==> src/rtl/mem_types_pkg.sv <==
// Shared types for the cacheline-to-burst memory bridge.
// Line, beat, FSM state and client encodings.
package mem_types_pkg;

    localparam int LINE_W = 256;
    localparam int BEAT_W = 64;
    localparam int BEATS  = LINE_W / BEAT_W;

    typedef logic [LINE_W-1:0] line_t;
    typedef logic [BEAT_W-1:0] beat_t;

    typedef enum logic [1:0] {
        IDLE,
        RD_BURST,
        WR_BURST,
        DONE
    } bridge_state_e;

    typedef enum logic {
        ICACHE = 1'b0,
        DCACHE = 1'b1
    } client_e;

endpackage

==> src/rtl/rr_arb2.sv <==
// Two-way round-robin arbiter for the icache/dcache line ports.
// grant is one-hot: bit 0 icache, bit 1 dcache.
module rr_arb2
    import mem_types_pkg::*;
(
    input  logic       clk,
    input  logic       rst,
    input  logic [1:0] req,
    input  logic       take,
    output logic [1:0] grant
);

    client_e last_grant;

    // Pick the requester; on a tie favour the one not served last.
    always_comb begin
        grant = 2'b00;
        unique case (req)
            2'b11:   grant = (last_grant == ICACHE) ? 2'b10 : 2'b01;
            2'b01:   grant = 2'b01;
            2'b10:   grant = 2'b10;
            default: grant = 2'b00;
        endcase
    end

    // Remember who won whenever a grant is taken.
    always_ff @(posedge clk or negedge rst) begin
        if (!rst) begin
            last_grant <= ICACHE;
        end else if (take && (|req)) begin
            last_grant <= grant[1] ? DCACHE : ICACHE;
        end
    end

endmodule

==> src/rtl/pmem_line_bridge.sv <==
// Arbitrates icache/dcache line requests onto a 4-beat pmem burst port.
// One line transaction in flight; line register assembles or sources beats.
module pmem_line_bridge
    import mem_types_pkg::*;
#(
    parameter int ADDR_BITS = 32,
    parameter int LINE_BITS = 256,
    parameter int BEAT_BITS = 64
) (
    input  logic                 clk,
    input  logic                 rst,
    input  logic [ADDR_BITS-1:0] i_addr,
    input  logic                 i_read,
    output logic [LINE_BITS-1:0] i_rdata,
    output logic                 i_resp,
    input  logic [ADDR_BITS-1:0] d_addr,
    input  logic                 d_read,
    input  logic                 d_write,
    input  logic [LINE_BITS-1:0] d_wdata,
    output logic [LINE_BITS-1:0] d_rdata,
    output logic                 d_resp,
    output logic [ADDR_BITS-1:0] pmem_address,
    output logic                 pmem_read,
    output logic                 pmem_write,
    output logic [BEAT_BITS-1:0] pmem_wdata,
    input  logic [BEAT_BITS-1:0] pmem_rdata,
    input  logic                 pmem_resp
);

    localparam int BW = $clog2(BEATS);
    localparam logic [ADDR_BITS-1:0] OFF_MASK =
        ADDR_BITS'(LINE_BITS / 8 - 1);
    localparam logic [BW-1:0] LAST_BEAT = BW'(BEATS - 1);

    bridge_state_e        state;
    client_e              owner;
    logic                 is_wr;
    logic [BW-1:0]        beat;
    logic [LINE_BITS-1:0] line;
    logic [1:0]           req;
    logic [1:0]           grant;
    logic                 arb_take;

    assign req      = {d_read | d_write, i_read};
    assign arb_take = (state == IDLE);

    rr_arb2 u_arb (
        .clk   (clk),
        .rst   (rst),
        .req   (req),
        .take  (arb_take),
        .grant (grant)
    );

    // Current write beat is sliced straight out of the held line.
    assign pmem_wdata = pmem_write
        ? line[int'(beat)*BEAT_BITS +: BEAT_BITS]
        : '0;

    // Read data is only presented during the completion pulse.
    assign i_rdata = (i_resp && !is_wr) ? line : '0;
    assign d_rdata = (d_resp && !is_wr) ? line : '0;

    // Grant, burst sequencing and completion pulse.
    always_ff @(posedge clk or negedge rst) begin
        if (!rst) begin
            state        <= IDLE;
            owner        <= ICACHE;
            is_wr        <= 1'b0;
            beat         <= '0;
            line         <= '0;
            pmem_address <= '0;
            pmem_read    <= 1'b0;
            pmem_write   <= 1'b0;
            i_resp       <= 1'b0;
            d_resp       <= 1'b0;
        end else begin
            unique case (state)
                IDLE: begin
                    beat <= '0;
                    if (grant[1]) begin
                        owner        <= DCACHE;
                        pmem_address <= d_addr & ~OFF_MASK;
                        if (d_write) begin
                            is_wr      <= 1'b1;
                            line       <= d_wdata;
                            pmem_write <= 1'b1;
                            state      <= WR_BURST;
                        end else begin
                            is_wr     <= 1'b0;
                            pmem_read <= 1'b1;
                            state     <= RD_BURST;
                        end
                    end else if (grant[0]) begin
                        owner        <= ICACHE;
                        pmem_address <= i_addr & ~OFF_MASK;
                        is_wr        <= 1'b0;
                        pmem_read    <= 1'b1;
                        state        <= RD_BURST;
                    end
                end
                RD_BURST: begin
                    if (pmem_resp) begin
                        line[int'(beat)*BEAT_BITS +: BEAT_BITS] <= pmem_rdata;
                        beat <= beat + 1'b1;
                        if (beat == LAST_BEAT) begin
                            pmem_read <= 1'b0;
                            i_resp    <= (owner == ICACHE);
                            d_resp    <= (owner == DCACHE);
                            state     <= DONE;
                        end
                    end
                end
                WR_BURST: begin
                    if (pmem_resp) begin
                        beat <= beat + 1'b1;
                        if (beat == LAST_BEAT) begin
                            pmem_write <= 1'b0;
                            i_resp     <= (owner == ICACHE);
                            d_resp     <= (owner == DCACHE);
                            state      <= DONE;
                        end
                    end
                end
                DONE: begin
                    i_resp <= 1'b0;
                    d_resp <= 1'b0;
                    state  <= IDLE;
                end
                default: state <= IDLE;
            endcase
        end
    end

endmodule

==> config.mk <==
export PLATFORM = sky130hd
export DESIGN_NAME = pmem_line_bridge
export DESIGN_NICKNAME = d
export VERILOG_FILES = /design/src/rtl/mem_types_pkg.sv /design/src/rtl/rr_arb2.sv /design/src/rtl/pmem_line_bridge.sv
export SDC_FILE = /design/constraint.sdc
export NUM_CORES = 1
export LEC_CHECK = 0
export CAP_MARGIN = 20
export CELL_PAD_IN_SITES_DETAIL_PLACEMENT = 0
export CELL_PAD_IN_SITES_GLOBAL_PLACEMENT = 1
export CORE_AREA = 2 2 394 396
export DETAILED_ROUTE_END_ITERATION = 7
export DIE_AREA = 0 0 396 398
export PLACE_DENSITY_LB_ADDON = 0.1
export SLEW_MARGIN = 0
export SYNTH_ARGS = -nofsm -noshare
export SYNTH_HDL_FRONTEND = slang
export SYNTH_SLANG_ARGS = --single-unit
==> constraint.sdc <==
create_clock -name clk -period 3.5 [get_ports clk]
set_clock_uncertainty 0.15 [all_clocks]
set_input_delay 0.875 -clock clk [delete_from_list [all_inputs] [get_ports clk]]
set_output_delay 0.875 -clock clk [all_outputs]
set_load 0.01 [all_outputs]
==> key figures, run 1 <==
Run status
  • Status: finished clean

Routing
  • Final ANT Viol Nets: 0
  • DRC: 0
  • DR pass1 iterations: 8
  • Vias: about 21,000
  • Vias per std cell: between 4 and 5
  • Wire per inst: 29.1 µm
  • DRT iter0 DRCs: 1,259
  • Post-Route WL: 148,000 µm

Global route
  • Wire length of the first global-routing pass: 196,000 µm
  • Global route overflow: 0
  • Number of global-route vias before repair: approximately 22,000
  • All-layer global routing usage: 17.7%
  • Initial antenna violation count: 37
  • Largest net degree at the start of global routing: 89

Power and ir drop
  • Power per cell area: 972 mW/mm²
  • Final Power: 0.0352 W
  • Leak: 16.4 nW
  • Maximum vdd ir drop: 0.000662 V

Die
  • # IOs: 1,002
  • Core area: between 0.15 and 0.2 mm²
  • Starting Density: 13.5%
  • Die ar.: approximately 0.16 mm²
  • FP Rows: approximately 140
  • DIE HEIGHT: 398 µm
  • Die width: 396 µm

Layout
  • Fillers: 16,500
  • Layout area overhead: 75.2%
  • Util after Layout: 23.6%
  • Register cell area after layout: 0.00737 mm²
  • Finished Cell Area: 0.0362 mm²
  • Final #Nets: 3,382
  • Share of layout cells above drive strength 1: 20.7%
  • Area of the multi-input gates: 0.0123 mm²
  • Most common cell after layout, fill and taps aside: clkdlybuf4s50_1
  • Commonest non-fill, non-tap cells in the layout: 639 x clkdlybuf4s50_1, 554 x and2_1, 290 x dfrtp_1

Clocking
  • Total CTS buffers: between 40 and 50
  • Clock-pin slew on the worst setup and hold paths: about 50 ps
  • Deepest clock path buffer count: 3
  • TritonCTS clock tree: built
  • Skew-Pair Late Insertion Delay: ~600 ps
  • Clk Tree Root Cell: clkbuf_16
  • CTS HTree Levels: 2
  • CTS Hold Bufs: 0
  • # clock sinks: 294

STA
  • Final setup viols: 0
  • Minimum clock period: 3500 ps
  • Worst slew pin tran: 1130 ps
  • Slew HR: around a quarter
  • Setup tns final: 0 ps
  • Fin. Hold Viols: 0
  • Max-slew violation count: 0
  • Final period utilization: between 90% and 100%
  • Unrepaired setup endpoints after global routing: true
  • Max Freq: between 200 and 300 MHz

Critical path
  • Critical path startpoint category: register
  • CP Class: reg -> out
  • Req. time, crit path: around 2500 ps
  • CP max FO: 21
  • Crit. End Element: output pin
  • Crit path arrival time: 2470 ps

Logic synthesis
  • Synthesis Warnings: 0
  • Syn Inst Count: roughly 2,000
  • Number of distinct library cells after synthesis: 39
  • Syn avg cell area: 10.3 µm²
  • Seq/Total Area, Yosys: ~36%
  • Area of the mapped netlist: 0.0207 mm²
  • Yosys reg bits: approximately 290

Placed design
  • Post-DP HPWL: 103,000 µm
  • Final GP Congestion: 0.827
  • IO Port Bufs: about 1,000
  • Placed cell area: 0.0333 mm²

Run
  • Max-Cap Viols: 0

Worst hold path
  • Worst hold path type: in -> async
layout make-up:
type | count | share of cell area [%]
multi-input combinational | 1429 | 33.9
timing repair buffer | 1144 | 33.7
sequential | 294 | 20.4
tap | 2044 | 7.07
clock buffer | 68 | 3.80
inverter | 70 | 0.747
clock inverter | 13 | 0.214
antenna | 21 | 0.145
final timing paths:
| kind | from | end | slack (ps) | cells past startpoint |
|---|---|---|---|---|
| worst max-delay path | is_wr$_DFFE_PN0P_ | d_rdata[51] | 4 | 5 |
| worst min-delay path | rst | line[230]$_DFFE_PN0P_ | 70 | 1 |
| worst max register to register | beat[0]$_DFFE_PN0P_ | line[162]$_DFFE_PN0P_ | 290 | 10 |
| worst min register to register | pmem_address[20]$_DFFE_PN0P_ | pmem_address[20]$_DFFE_PN0P_ | 330 | 2 |
| max in group asynchronous | rst | beat[0]$_DFFE_PN0P_ | 2230 | 2 |
| min in group clk | pmem_address[20]$_DFFE_PN0P_ | pmem_address[20]$_DFFE_PN0P_ | 330 | 2 |
critical path: stages, from the launching register on:
cell             delay (ps)
dfrtp_2                 440
nor2b_4                 210
buf_4                   240
clkbuf_16               230
and2_1                  140
clkdlybuf4s50_1         570
logic make-up after synthesis:
logic type | count (synthesis) | synth area share, %
simple gates | 760 | 22.6
mux | 350 | 22.4
compound gates | 306 | 13.0
flops | 294 | 35.6
buf+inv | 290 | 5.92
fa+ha+maj | 8 | 0.485
other cells | 1 | 0.0182
cell usage after synthesis (all sizes together):
cell type | count | share of area (%)
a32o | 64 | 3.1
inv | 70 | 1.3
nor2 | 1 | 0.018
and2 | 577 | 17
buf | 58 | 1.7
o31ai | 2 | 0.073
and3b | 1 | 0.042
o2bb2ai | 65 | 2.8
nand2b | 4 | 0.12
a22o | 66 | 2.8
a21bo | 1 | 0.048
a21oi | 4 | 0.097
conb | 1 | 0.018
o22ai | 2 | 0.061
mux2 | 259 | 14
dfrtp | 294 | 36
ha | 8 | 0.48
o21ai | 28 | 0.68
a2bb2oi | 1 | 0.042
nor4b | 1 | 0.042
o211ai | 1 | 0.036
o21a | 1 | 0.036
mux4 | 64 | 7.0
o2bb2a | 1 | 0.048
nand3b | 1 | 0.036
nor4bb | 1 | 0.048
a22oi | 4 | 0.41
clkbuf | 162 | 2.9
a211o | 1 | 0.042
mux2i | 27 | 1.3
o32ai | 64 | 2.7
nand2 | 100 | 1.8
nand3 | 6 | 0.15
a31oi | 1 | 0.030
nand4b | 64 | 2.7
nor2b | 4 | 0.12
routing by layer:
layer	global-route usage (%)	share of wire (%)	vias up
met5	0	0.16	-
met4	3.75	2.0	36
met3	3.79	6.1	160
met1	22.0	42	10800
met2	31.3	50	795
li1	-	-	9203
sequential cells by signal, summed over array words and instances, names as in the netlist:
| signal | count |
|---|---|
| line | 256 |
| pmem_address | 27 |
| beat | 2 |
| state | 2 |
| d_resp | 1 |
| i_resp | 1 |
| is_wr | 1 |
| owner | 1 |
| pmem_read | 1 |
| pmem_write | 1 |
| u_arb.last_grant | 1 |
power by group:
group	internal (W)	switching, W	total [W]
logic	0.0118	0.0110	0.0228
clock network	0.00269	0.00185	0.00455
registers	0.00512	0.00267	0.00778
repair_timing:
item | 4_1_cts | 5_1_grt
pin swaps | 2 | 1
endpoints found under the setup margin | 461 | 246
gates resized for setup | 475 | 166
setup buffers | 42 | 12
cloned | 20 | 8
through the flow:
| step | setup WS (ps) | hold WS, ps | instances |
|---|---|---|---|
| 2_1_floorplan | 587 | 320 | 2013 |
| 3_3_place_gp | 294 | 315 | 4904 |
| 3_5_place_dp | 266 | 323 | 4905 |
| 4_1_cts | -121 | 55.8 | 5047 |
| 5_1_grt | -94.4 | 74.2 | 5070 |
| 6_report | 4.40 | 72.5 | 5083 |
No activity file was read; power rests on OpenSTA's default activity.
==> run 2: changes to the inputs <==
==> constraint.sdc (replaced) <==
create_clock -name clk -period 3.5 [get_ports clk]
set_clock_uncertainty 0.15 [all_clocks]
set_input_delay 0.875 -clock clk [delete_from_list [all_inputs] [get_ports clk]]
set_output_delay 0.875 -clock clk [all_outputs]
set_load 0.1 [all_outputs]
==> run 2 against run 1 <==
Via count fell by 1.4%. Sequential cell count did not move. Critical path depth did not move. Critical path type unchanged.
==> key figures, run 2 (synthesized netlist as in run 1, its figures left out) <==
Layout
  • Commonest non-fill, non-tap cells in the layout: 591 x buf_12, 490 x and2_1, 378 x clkdlybuf4s50_1
  • Share of layout cells above drive strength 1: 39.7%
  • Finished Cell Area: 0.0408 mm²
  • Biggest register: line
  • Most common cell after layout, fill and taps aside: buf_12
  • Layout area overhead: 97.3%
  • Largest regs: line: 256 flops, pmem_address: 27 flops
  • Final #Nets: 3,322
  • Max FFs per register: 256
  • Util after Layout: 26.6%

Routing
  • Wire per inst: about 29 µm
  • Vias: 20,700
  • DRC: 0
  • DR pass1 iterations: 5
  • Vias per std cell: a little over 4
  • Post-Route WL: 144,000 µm
  • DRT iter0 DRCs: 1,203
  • Final ANT Viol Nets: 0

Die
  • DIE HEIGHT: 398 µm
  • Core area: 0.153 mm²
  • # IOs: 1,002
  • Die width: between 300 and 400 µm
  • FP Rows: ~140
  • Die ar.: about 0.16 mm²
  • Starting Density: between 10 and 15%

Critical path
  • Slowest CP cell: mux4_2
  • R2R Setup Slk: 640 ps
  • CP Class: reg -> out
  • Buf/Inv on CP: 3
  • Crit. End Element: output pin
  • Critical Path, Cell by Cell: buf_16, buf_4, mux4_2, and2_1, buf_12
  • Slowest Stage Delay on Critical Path: 520 ps
  • Crit path arrival time: 2410 ps
  • CP max FO: 12
  • Req. time, crit path: 2470 ps
  • Critical path startpoint category: register
  • Crit path max-delay family: buffers and inverters

Clocking
  • CTS Hold Bufs: 0
  • CTS HTree Levels: 2
  • Clk Tree Root Cell: clkbuf_16
  • Deepest clock path buffer count: 3
  • Total CTS buffers: 44
  • Clock-pin slew on the worst setup and hold paths: 60 ps
  • Skew-Pair Late Insertion Delay: 590 ps
  • TritonCTS clock tree: built
  • # clock sinks: approximately 290

STA
  • Max Freq: 291 MHz
  • Worst slew pin tran: 862 ps
  • Final period utilization: 98.0%
  • Slew HR: ~43%
  • Max-slew violation count: 0
  • Setup tns final: 0 ps
  • Unrepaired setup endpoints after global routing: true
  • Fin. Hold Viols: 0
  • Minimum clock period: 3430 ps
  • Final setup viols: 0

Placed design
  • Placed cell area: 0.0389 mm²
  • Final GP Congestion: roughly 0.80
  • IO Port Bufs: slightly below 1,000
  • Post-DP HPWL: 108,000 µm

Global route
  • Wire length of the first global-routing pass: roughly 200,000 µm
  • Initial antenna violation count: 42
  • Global route overflow: 0
  • All-layer global routing usage: 17.7%
  • Number of global-route vias before repair: 21,600
  • Largest net degree at the start of global routing: 116

Run
  • Max-Cap Viols: 0

Worst hold path
  • Worst hold path type: in -> async

Run status
  • Status: finished clean
[run 2: cell count changes in the layout (fill, tap and decap cells not counted), sizes merged, moves of 7 or more]
cell / delta
clkbuf: -18
dlymetal6s2s: -106
diode: +7
dlygate4sd2: -173
buf: +508
clkdlybuf4s50: -261
clkdlybuf4s15: -15
[run 2: what timing repair did]
action                     4_1_cts  5_1_grt
setup endpoints to repair       82       24
gates cloned                     7        0
setup buffers                    8        1
resized for setup                9        9
[run 2: worst paths after layout]
path	from	endpoint	cells after the start
worst max-delay path	beat[0]$_DFFE_PN0P_	pmem_wdata[45]	5
worst min-delay path	rst	line[110]$_DFFE_PN0P_	1
worst max register to register	beat[0]$_DFFE_PN0P_	d_resp$_DFFE_PN0P_	8
worst min register to register	pmem_address[31]$_DFFE_PN0P_	pmem_address[31]$_DFFE_PN0P_	2
max in group asynchronous	rst	pmem_write$_DFFE_PN0P_	2
min in group clk	pmem_address[31]$_DFFE_PN0P_	pmem_address[31]$_DFFE_PN0P_	2
[run 2: area by class of cell]
| class | instances | area (µm²) |
|---|---|---|
| Inverter | 70 | 270 |
| Multi-Input combinational cell | 1429 | 12300 |
| Clock buffer | 63 | 1270 |
| Fill cell | 15900 | 113000 |
| Timing Repair Buffer | 1085 | 16800 |
| Sequential cell | 294 | 7370 |
| Antenna cell | 28 | 70.1 |
| Tap cell | 2044 | 2560 |
| Clock inverter | 10 | 100 |
[run 2: routing by layer]
layer	GRT usage [%]	part of all wire, %
met1	21.5	40
met2	30.8	51
met3	4.37	6.5
met4	4.94	2.1
met5	0	0.15
[run 2: per-stage QoR]
stage | setup slack, ps | hold WS [ps] | cells
finish | 68.7 | 205 | 5023
global route | -8.28 | 209 | 5008
CTS | -5.63 | 184 | 4994
detailed placement | 352 | 326 | 4906
global placement | 366 | 323 | 4906
floorplan | 0.102 | 320 | 2013
Power of run 2 is not shown: default switching activity piles up to over one toggle a cycle in this logic, so the estimate is an artifact.
